$ cat src/rtl/om_sat_counter.sv
`default_nettype none
// +--------------------------------------------------------------------------+
// | Module      : om_sat_counter                                              |
// | Description : Up-counter that sticks at all-ones.                         |
// |               clk_i  : clock                                              |
// |               rst_ni : asynchronous active-low reset                      |
// |               inc_i  : increment request                                  |
// |               cnt_o  : current count                                      |
// | Revision    : 1.0 - initial release                                       |
// +--------------------------------------------------------------------------+
module om_sat_counter #(
  parameter int unsigned WIDTH = 16
) (
  input  wire logic             clk_i,
  input  wire logic             rst_ni,
  input  wire logic             inc_i,
  output logic [WIDTH-1:0]      cnt_o
);

  logic [WIDTH-1:0] r_cnt;

  always_ff @(posedge clk_i or negedge rst_ni) begin
    if (!rst_ni) begin
      r_cnt <= '0;
    end else if (inc_i && (r_cnt != '1)) begin
      r_cnt <= r_cnt + WIDTH'(1);
    end
  end

  assign cnt_o = r_cnt;

endmodule
`default_nettype wire

$ cat config.mk
export PLATFORM = sky130hd
export DESIGN_NAME = om_sat_counter
export DESIGN_NICKNAME = d
export VERILOG_FILES = /design/src/rtl/om_sat_counter.sv
export SDC_FILE = /design/constraint.sdc
export NUM_CORES = 1
export LEC_CHECK = 0
export CORE_MARGIN = 2
export CORE_UTILIZATION = 48
export DETAILED_ROUTE_END_ITERATION = 8
export PLACE_DENSITY = 0.8
export SYNTH_ARGS = -nofsm -noshare
export SYNTH_HDL_FRONTEND = slang
export SYNTH_SLANG_ARGS = --single-unit
export TNS_END_PERCENT = 50
$ cat constraint.sdc
create_clock -name clk_i -period 1.8 [get_ports clk_i]
set_input_delay 0.36 -clock clk_i [delete_from_list [all_inputs] [get_ports clk_i]]
set_output_delay 0.36 -clock clk_i [all_outputs]
set_load 0.005 [all_outputs]
==> results of run 1 <==
cell usage after synthesis, drive strengths merged:
cell | count | area (um^2)
a32oi | 1 | 8.76
a31oi | 3 | 18.8
xor2 | 2 | 17.5
nor2 | 3 | 13.8
and4 | 3 | 30.0
o211ai | 1 | 7.51
mux2 | 1 | 11.3
nor3 | 1 | 10.0
a21oi | 3 | 15.0
dfrtp | 16 | 400
and4b | 1 | 10.0
and3 | 2 | 12.5
o31ai | 1 | 21.3
ha | 1 | 12.5
nand2 | 4 | 15.0
nand4 | 10 | 83.8
nor4 | 2 | 42.5
o21ai | 1 | 5.00
o21a | 5 | 37.5
nand3 | 6 | 42.5
xnor2 | 5 | 43.8
through the flow:
| step | hold slack (ns) | area [um^2] |
|---|---|---|
| floorplan | 0.0644 | 860 |
| global placement | 0.507 | 1100 |
| detailed placement | 0.514 | 1100 |
| CTS | 0.372 | 1140 |
| global route | 0.404 | 1140 |
| finish | 0.366 | 1140 |
power by group:
| group | internal, mW | total [mW] | switching [mW] | leakage, nW |
|---|---|---|---|---|
| Clock | 0.123 | 0.241 | 0.118 | 0.0210 |
| Sequential | 0.428 | 0.548 | 0.120 | 0.213 |
| Combinational | 0.206 | 0.339 | 0.133 | 0.230 |
layout make-up:
class                   count  area [um^2]
fillers                   133          571
clock buffers               4         36.3
well taps                  25         31.3
flip-flops and latches     16          400
repair buffers             22          210
multi-input cells          56          459
layer usage:
layer  up-vias  share of wire [%]  routed length (um)  global-route usage (%)
li1        342                  -                   -                       -
met1       347                 48                 850                    30.1
met2        18                 46                 820                    28.1
met3         5                3.5                  61                    2.35
met4         0                1.9                  34                    8.57
met5         -                  0                   0                       0
logic make-up (layout without fill, tap and decap cells):
| group | Yosys count | count (layout) | share of synthesized area [%] |
|---|---|---|---|
| adder cells (fa/ha/maj) | 1 | 1 | 1.46 |
| multiplexers | 1 | 1 | 1.31 |
| buffers and inverters | 0 | 26 | 0 |
| XOR/XNOR | 7 | 7 | 7.13 |
| flip-flops | 16 | 16 | 46.6 |
| AO/OA/AOI/OAI | 15 | 15 | 13.2 |
| AND/OR/NAND/NOR | 32 | 32 | 30.3 |
worst max-delay path by stage:
| stage | from | to | slack (ns) | cells after the start |
|---|---|---|---|---|
| final | cnt_o[2] | cnt_o[2] | 0.08 | 1 |
| after global routing | cnt_o[2] | cnt_o[2] | 0.02 | 1 |
| after CTS | cnt_o[2] | cnt_o[2] | 0.09 | 1 |
| after detailed placement | inc_i | cnt_o[5] | 0.07 | 5 |
| after global placement | inc_i | cnt_o[15] | 0.1 | 5 |
| after floorplan | cnt_o[13] | cnt_o[1] | 0.32 | 4 |
==> results.md, run 1 <==
- Total GRT Usage: 19.9%
- Die Y: 46.3 um
- Most common cell after layout, fill and taps aside: clkdlybuf4s50_1
- CTS clk-pin slew, worst paths: 0.10 ns
- Crit Reg-Reg Startpoint: cnt_o[0]
- Starting density of the core: 50.3%
- Vias: 712
- Setup TNS: 0 ns
- Dpl cells: 119
- # setup viols final: 0
- Row count: 15
- R2r worst-path depth: 4
- RSZ-0062 raised after global routing: false
- CP delay by family, top: buffers and inverters
- Pre-CTS setup slack: 0.0691 ns
- WL final: 1.77 mm
- Core area: 0.00171 mm^2
- Port-buffer cells: 18
- DPL Wire Length: 1.35 mm
- Clock Latency Late Sink: 0.30 ns
- Post-CTS Repair Setup Buffers: 0
- CP startpoint kind: register
- Worst EP arrival: 1.36 ns
- Synth unique cells: 27
- Final ANT Viol Nets: 0
- Max IR drop VDD: 0.747 mV
- Final net count: 103
- R2r setup slk: 0.15 ns
- CTS root buffer: clkbuf_4
- CP max FO: 6
- Global-route wire length before repair: 3.03 mm
- Ant diodes: 0
- Power density over cell area: 992 mW/mm^2
- Die Area: 0.00215 mm^2
- Die span in x: 46.3 um
- Max Fclk: 582 MHz
- Quantity of gates resized following cts: 0
- Max_cap viols: 0
- Leak pwr: 0.464 nW
- Drt pass-1 iters: 4
- Status: completed
- CP required: 1.44 ns
- Min Tclk post-route: 1.72 ns
- Final core occ: 66.6%
- Critical path type: reg -> out
- Syn nets: 76
- Max reg flops: 16
- CP bufs+invs: 1
- DR DRC count: 0
- Syn avg cell area: 11.9 um^2
- Clock Skew: 0.0159 ns
- CTS Sinks: 16
- Antenna violations before repair: 0
- Per-cell routed wire length: 14.4 um
- Cell Area, Synth: 860 um^2
- CTS Buffer Depth: 2
- Drt initial violations: 13
- CTS tree: yes
- Max-slew headroom: 75.8%
- Max-slew violations: 0
- Vias per cell: 5.79
- Vias in the first global route: 643
- Crit path capture type: output pin
- Gpl congestion: 0.832
- Slowest-stage cell, CP: clkdlybuf4s50_1
- Area grow syn2layout: 32.3%
- PnR worst setup slack: 0.0812 ns
- Worst Max-Slew Pin Slew: 0.362 ns
- Fin. Hold Viols: 0
- Final instance count without filler cells: 123
- Layout cell share with drive strength beyond 1: 18.4%
- Sequential area share after synthesis: 46.6%
- GRT overflow: 0
- Ys Warns: 0
- Crit path cell chain: clkdlybuf4s50_1
- CP peak stage delay: 0.56 ns
- IO Count: 19
- Hold Crit Class: in -> async
- Most frequent cells in the layout: clkdlybuf4s50_1 (18), dfrtp_1 (16), nand4_1 (8)
- Register bit total from synthesis: 16
- Total power: 1.13 mW
- H-tree depth: 1
- Cts bufs inserted: 3
- Fin crit share: 95.5%
- Largest net degree at the start of global routing: 17
- Mapped Cells: 72
- RR Endpoint: cnt_o[1]
- Hold_buf cts: 0
Power figures use the tool's default switching activity.
==> run 2: changes to the inputs <==
--- a/config.mk
+++ b/config.mk
@@ -5,10 +5,12 @@
 export SDC_FILE = /design/constraint.sdc
 export NUM_CORES = 1
 export LEC_CHECK = 0
+export ABC_AREA = 0
+export CAP_MARGIN = 20
 export CORE_MARGIN = 2
-export CORE_UTILIZATION = 48
+export CORE_UTILIZATION = 52
 export DETAILED_ROUTE_END_ITERATION = 8
-export PLACE_DENSITY = 0.8
+export PLACE_DENSITY = 0.86
 export SYNTH_ARGS = -nofsm -noshare
 export SYNTH_HDL_FRONTEND = slang
 export SYNTH_SLANG_ARGS = --single-unit
==> constraint.sdc (replaced) <==
create_clock -name clk_i -period 2.1 [get_ports clk_i]
set_input_delay 0.42 -clock clk_i [delete_from_list [all_inputs] [get_ports clk_i]]
set_output_delay 0.42 -clock clk_i [all_outputs]
set_load 0.005 [all_outputs]
==> run 2 against run 1 <==
Net effect:
- final area shrank 4.8%
- highest routed layer unchanged
- clock power down 37%
- critical endpoint unchanged
- register-to-register slack improved by 0.27 ns
- largest cell class unchanged
- core utilization increased by 4.4 points
==> results.md, run 2 (synthesized netlist as in run 1, its figures left out) <==
- Critical path type: reg -> out
- CP max FO: 6
- Hold Crit Class: reg -> reg
- Fin crit share: 82.6%
- Cts bufs inserted: 3
- Fillers: 112
- Hold endpoint: cnt_o[15]
- CP peak stage delay: 0.55 ns
- CP bufs+invs: 1
- Leak pwr: 0.438 nW
- Clock Latency Late Sink: 0.27 ns
- Hold_buf cts: 0
- CP delay by family, top: buffers and inverters
- Sequential power share: 52.6%
- Layout cell share with drive strength beyond 1: 14.0%
- CTS clk-pin slew, worst paths: 0.09 ns
- Ant diodes: 0
- Worst EP arrival: 1.31 ns
- Vias in the first global route: 665
- Power density over cell area: 824 mW/mm^2
- Final net count: 99
- Worst Max-Slew Pin Slew: 0.725 ns
- CTS tree: yes
- Post-CTS Repair Setup Buffers: 0
- Area grow syn2layout: 25.9%
- Die span in x: 44.7 um
- Setup TNS: 0 ns
- CTS Sinks: 16
- Global-route wire length before repair: 2.93 mm
- Max-slew headroom: 51.5%
- Max reg flops: 16
- Core area: 0.00152 mm^2
- Largest net degree at the start of global routing: 17
- Die Area: 0.00199 mm^2
- Crit Reg-Reg Startpoint: cnt_o[13]
- Antenna violations before repair: 0
- Worst Hold Path Cells: 1
- IO Count: 19
- Most frequent cells in the layout: clkdlybuf4s50_1 (18), dfrtp_1 (16), nand4_1 (8)
- Final ANT Viol Nets: 0
- # setup viols final: 0
- Most common cell after layout, fill and taps aside: clkdlybuf4s50_1
- GRT overflow: 0
- Crit path cell chain: clkdlybuf4s50_1
- Per-cell routed wire length: 15.9 um
- Min Tclk post-route: 1.73 ns
- Status: completed
- Gpl congestion: 0.848
- Max Fclk: 576 MHz
- Total power: 0.892 mW
- Starting density of the core: 56.4%
- WL final: 1.73 mm
- DPL Wire Length: 1.32 mm
- Drt pass-1 iters: 4
- Vias per cell: 6.19
- CP required: 1.68 ns
- Drt initial violations: 12
- CTS root buffer: clkbuf_4
- Hold_sp: cnt_o[15]
- Crit path capture type: output pin
- R2r worst-path depth: 4
- H-tree depth: 1
- CTS Buffer Depth: 2
- WHS: 0.545 ns
- Total GRT Usage: 20.4%
- Quantity of gates resized following cts: 0
- Sw frac: 33.2%
- RSZ-0062 raised after global routing: false
- PnR worst setup slack: 0.365 ns
- Pre-CTS setup slack: 0.228 ns
- R2r setup slk: 0.42 ns
- Clk pwr share: 17.2%
- Int Pwr: 0.596 mW
- Die Y: 44.7 um
- Clock Skew: 0.00466 ns
- RR Endpoint: cnt_o[1]
- Combinational share of power: 30.3%
- Port-buffer cells: 18
- Fin. Hold Viols: 0
- DR DRC count: 0
- Max-slew violations: 0
- Max IR drop VDD: 0.514 mV
- CP startpoint kind: register
- Row count: 14
- Slowest-stage cell, CP: clkdlybuf4s50_1
- Vias: 675
- Max_cap viols: 0
- Net Sw Power: 0.296 mW
## run 2: per-layer routing
metal,routed length (um),vias up,GRT usage (%)
met5,0,-,0
met2,801,15,31.3
met1,836,326,27.2
met3,59,5,4.08
met4,36,0,10.3
li1,-,329,-
## run 2: through the flow
| step | cell area (um^2) | std cells | util, % |
|---|---|---|---|
| floorplan | 860 | 72 | - |
| global placement | 1060 | 106 | 69.5 |
| detailed placement | 1060 | 106 | 69.5 |
| CTS | 1080 | 109 | 71.0 |
| global route | 1080 | 109 | 71.0 |
| finish | 1080 | 109 | 71.0 |
## run 2: how the worst max path moves through the flow
| stage | end | slack (ns) | from | cells after the start |
|---|---|---|---|---|
| 3_3_place_gp | cnt_o[7] | 0.27 | inc_i | 5 |
| 5_1_grt | cnt_o[8] | 0.31 | cnt_o[8] | 1 |
| 2_1_floorplan | cnt_o[1] | 0.62 | cnt_o[13] | 4 |
| 6_report | cnt_o[2] | 0.37 | cnt_o[2] | 1 |
| 3_5_place_dp | cnt_o[5] | 0.23 | inc_i | 5 |
| 4_1_cts | cnt_o[2] | 0.35 | cnt_o[2] | 1 |
## run 2: power groups by stage
stage / clock (mW) / combinational [mW] / sequential, mW
2_1_floorplan: 0 / 0.116 / 0.463
3_3_place_gp: 0 / 0.264 / 0.472
3_5_place_dp: 0 / 0.272 / 0.475
4_1_cts: 0.161 / 0.273 / 0.470
5_1_grt: 0.173 / 0.295 / 0.482
6_report: 0.153 / 0.270 / 0.469
## run 2: layout make-up
| cell class | instances | area (um^2) | share of cell area (%) |
|---|---|---|---|
| multi-input combinational | 56 | 459 | 42.4 |
| timing repair buffer | 18 | 180 | 16.6 |
| clock buffer | 3 | 22.5 | 2.08 |
| sequential | 16 | 400 | 37.0 |
| tap | 16 | 20.0 | 1.85 |
==> run 3: changes to the inputs <==
--- a/config.mk
+++ b/config.mk
@@ -8,9 +8,9 @@
 export ABC_AREA = 0
 export CAP_MARGIN = 20
 export CORE_MARGIN = 2
-export CORE_UTILIZATION = 52
+export CORE_UTILIZATION = 48
 export DETAILED_ROUTE_END_ITERATION = 8
-export PLACE_DENSITY = 0.86
+export PLACE_DENSITY = 0.8
 export SYNTH_ARGS = -nofsm -noshare
 export SYNTH_HDL_FRONTEND = slang
 export SYNTH_SLANG_ARGS = --single-unit
==> constraint.sdc (replaced) <==
create_clock -name clk_i -period 1.6 [get_ports clk_i]
set_input_delay 0.32 -clock clk_i [delete_from_list [all_inputs] [get_ports clk_i]]
set_output_delay 0.32 -clock clk_i [all_outputs]
set_load 0.005 [all_outputs]
==> run 3 against run 2 <==
Net effect:
- global-route usage up 0.92 points
- clock skew down 0.0038 ns
- final cell count up 28%
- non-clock buffer count up 21
- via count up 13%
- final area up 20%
- critical path type unchanged
- critical endpoint is now cnt_o[4]
- largest cell class unchanged
- highest routed layer unchanged
==> results.md, run 3 (synthesized netlist as in run 1, its figures left out) <==
- Most common cell after layout, fill and taps aside: buf_4
- Fin crit share: 96.0%
- Max-slew violations: 0
- Die Y: 46.3 um
- # setup viols final: 0
- DR top layer: met4
- Critical path type: reg -> out
- Die span in x: 46.3 um
- Most frequent cells in the layout: buf_4 (18), dlymetal6s2s_1 (10), dfrtp_1 (9)
- Met3 Wirelength: 107 um
- Vias in the first global route: 704
- Leak pwr: 0.704 nW
- Max Fclk: 651 MHz
- Max IR drop VDD: 0.924 mV
- Dpl cells: 132
- Starting density of the core: 50.3%
- Cts bufs inserted: 3
- Ant diodes: 0
- Die Area: 0.00215 mm^2
- PnR worst setup slack: 0.0647 ns
- Drt pass-1 iters: 4
- Antenna violations before repair: 0
- Total power: 1.26 mW
- Max-slew headroom: 75.2%
- Worst EP arrival: 1.22 ns
- CP required: 1.28 ns
- Final instance area: 0.00129 mm^2
- Clock Skew: 0.000859 ns
- Largest net degree at the start of global routing: 17
- Final instance count without filler cells: 139
- Row count: 15
- IO Count: 19
- Max_cap viols: 0
- CTS root buffer: clkbuf_4
- CP startpoint kind: register
- Slowest-stage cell, CP: clkdlybuf4s50_1
- Port-buffer cells: 18
- Pre-CTS setup slack: -0.0972 ns
- Core area: 0.00171 mm^2
- Fin. Hold Viols: 0
- Final ANT Viol Nets: 0
- H-tree depth: 1
- CTS Buffer Depth: 2
- CTS tree: yes
- Max reg flops: 16
- Min Tclk post-route: 1.54 ns
- Fillers: 111
- RSZ-0062 raised after global routing: false
- Global-route wire length before repair: 3.25 mm
- Drt initial violations: 11
- Gpl congestion: 0.798
- CP delay by family, top: buffers and inverters
- CTS clk-pin slew, worst paths: 0.09 ns
- DPL Wire Length: 1.47 mm
- Vias: 764
- Area grow syn2layout: 50.7%
- Status: completed
- Vias per cell: 5.50
- Setup TNS: 0 ns
- Clock Latency Late Sink: 0.28 ns
- Placement Cell Area: 0.00120 mm^2
- CP peak stage delay: 0.52 ns
- Hold Crit Class: in -> async
- Met1 WL: 975 um
- CP max FO: 4
- Final net count: 120
- Routed wl met2: 953 um
- WL final: 2.05 mm
- GRT overflow: 0
- Worst Max-Slew Pin Slew: 0.370 ns
- Crit path cell chain: clkdlybuf4s50_1
- CTS Sinks: 16
- Total GRT Usage: 21.3%
- DR DRC count: 0
- CP bufs+invs: 1
- Per-cell routed wire length: 14.7 um
- Layout cell share with drive strength beyond 1: 36.8%
- Crit path capture type: output pin
- Power density over cell area: 973 mW/mm^2
[run 3: cell types whose count changed in the layout (fill, tap and decap cells not counted), sizes merged]
cell | previous run | this run
buf | 0 | 21
clkdlybuf4s50 | 18 | 5
dlymetal6s2s | 0 | 10
dlygate4sd2 | 0 | 3
[run 3: power by group]
part	leakage (nW)	internal [mW]	switching, mW
registers	0.203	0.492	0.108
logic	0.488	0.267	0.187
clock network	0.0138	0.0872	0.119
[run 3: per-stage QoR]
stage                     utilization [%]  hold WS, ns
final                                75.8        0.354
after global routing                 75.8        0.360
after CTS                            72.4        0.356
after detailed placement             70.2        0.562
after global placement               70.2        0.553
after floorplan                         -       0.0244
[run 3: layer usage]
layer | track usage (%) | up-vias
li1 | - | 370
met1 | 30.6 | 370
met2 | 31.9 | 22
met3 | 3.92 | 2
met4 | 6.86 | 0
met5 | 0 | -
[run 3: layout make-up]
class | count | area [um^2] | area share [%]
multi-input cells | 56 | 462 | 35.7
repair buffers | 39 | 370 | 28.6
clock buffers | 3 | 22.5 | 1.74
well taps | 25 | 31.3 | 2.42
flip-flops and latches | 16 | 409 | 31.6
[run 3: what timing repair did]
item,in CTS,in global routing
setup endpoints to repair,8,15
hold buffers,0,0
resized for setup,8,16
setup buffers,1,3
[run 3: final timing paths]
kind                       startpoint        end  slack, ns  cells after the start
max in group asynchronous      rst_ni   cnt_o[2]       1.05                      2
min in group clk_i           cnt_o[4]   cnt_o[4]       0.53                      1
max                          cnt_o[4]   cnt_o[4]       0.06                      1
min                            rst_ni  cnt_o[13]       0.35                      2
min reg2reg                  cnt_o[4]   cnt_o[4]       0.53                      1
max reg2reg                 cnt_o[15]   cnt_o[1]       0.08                      5
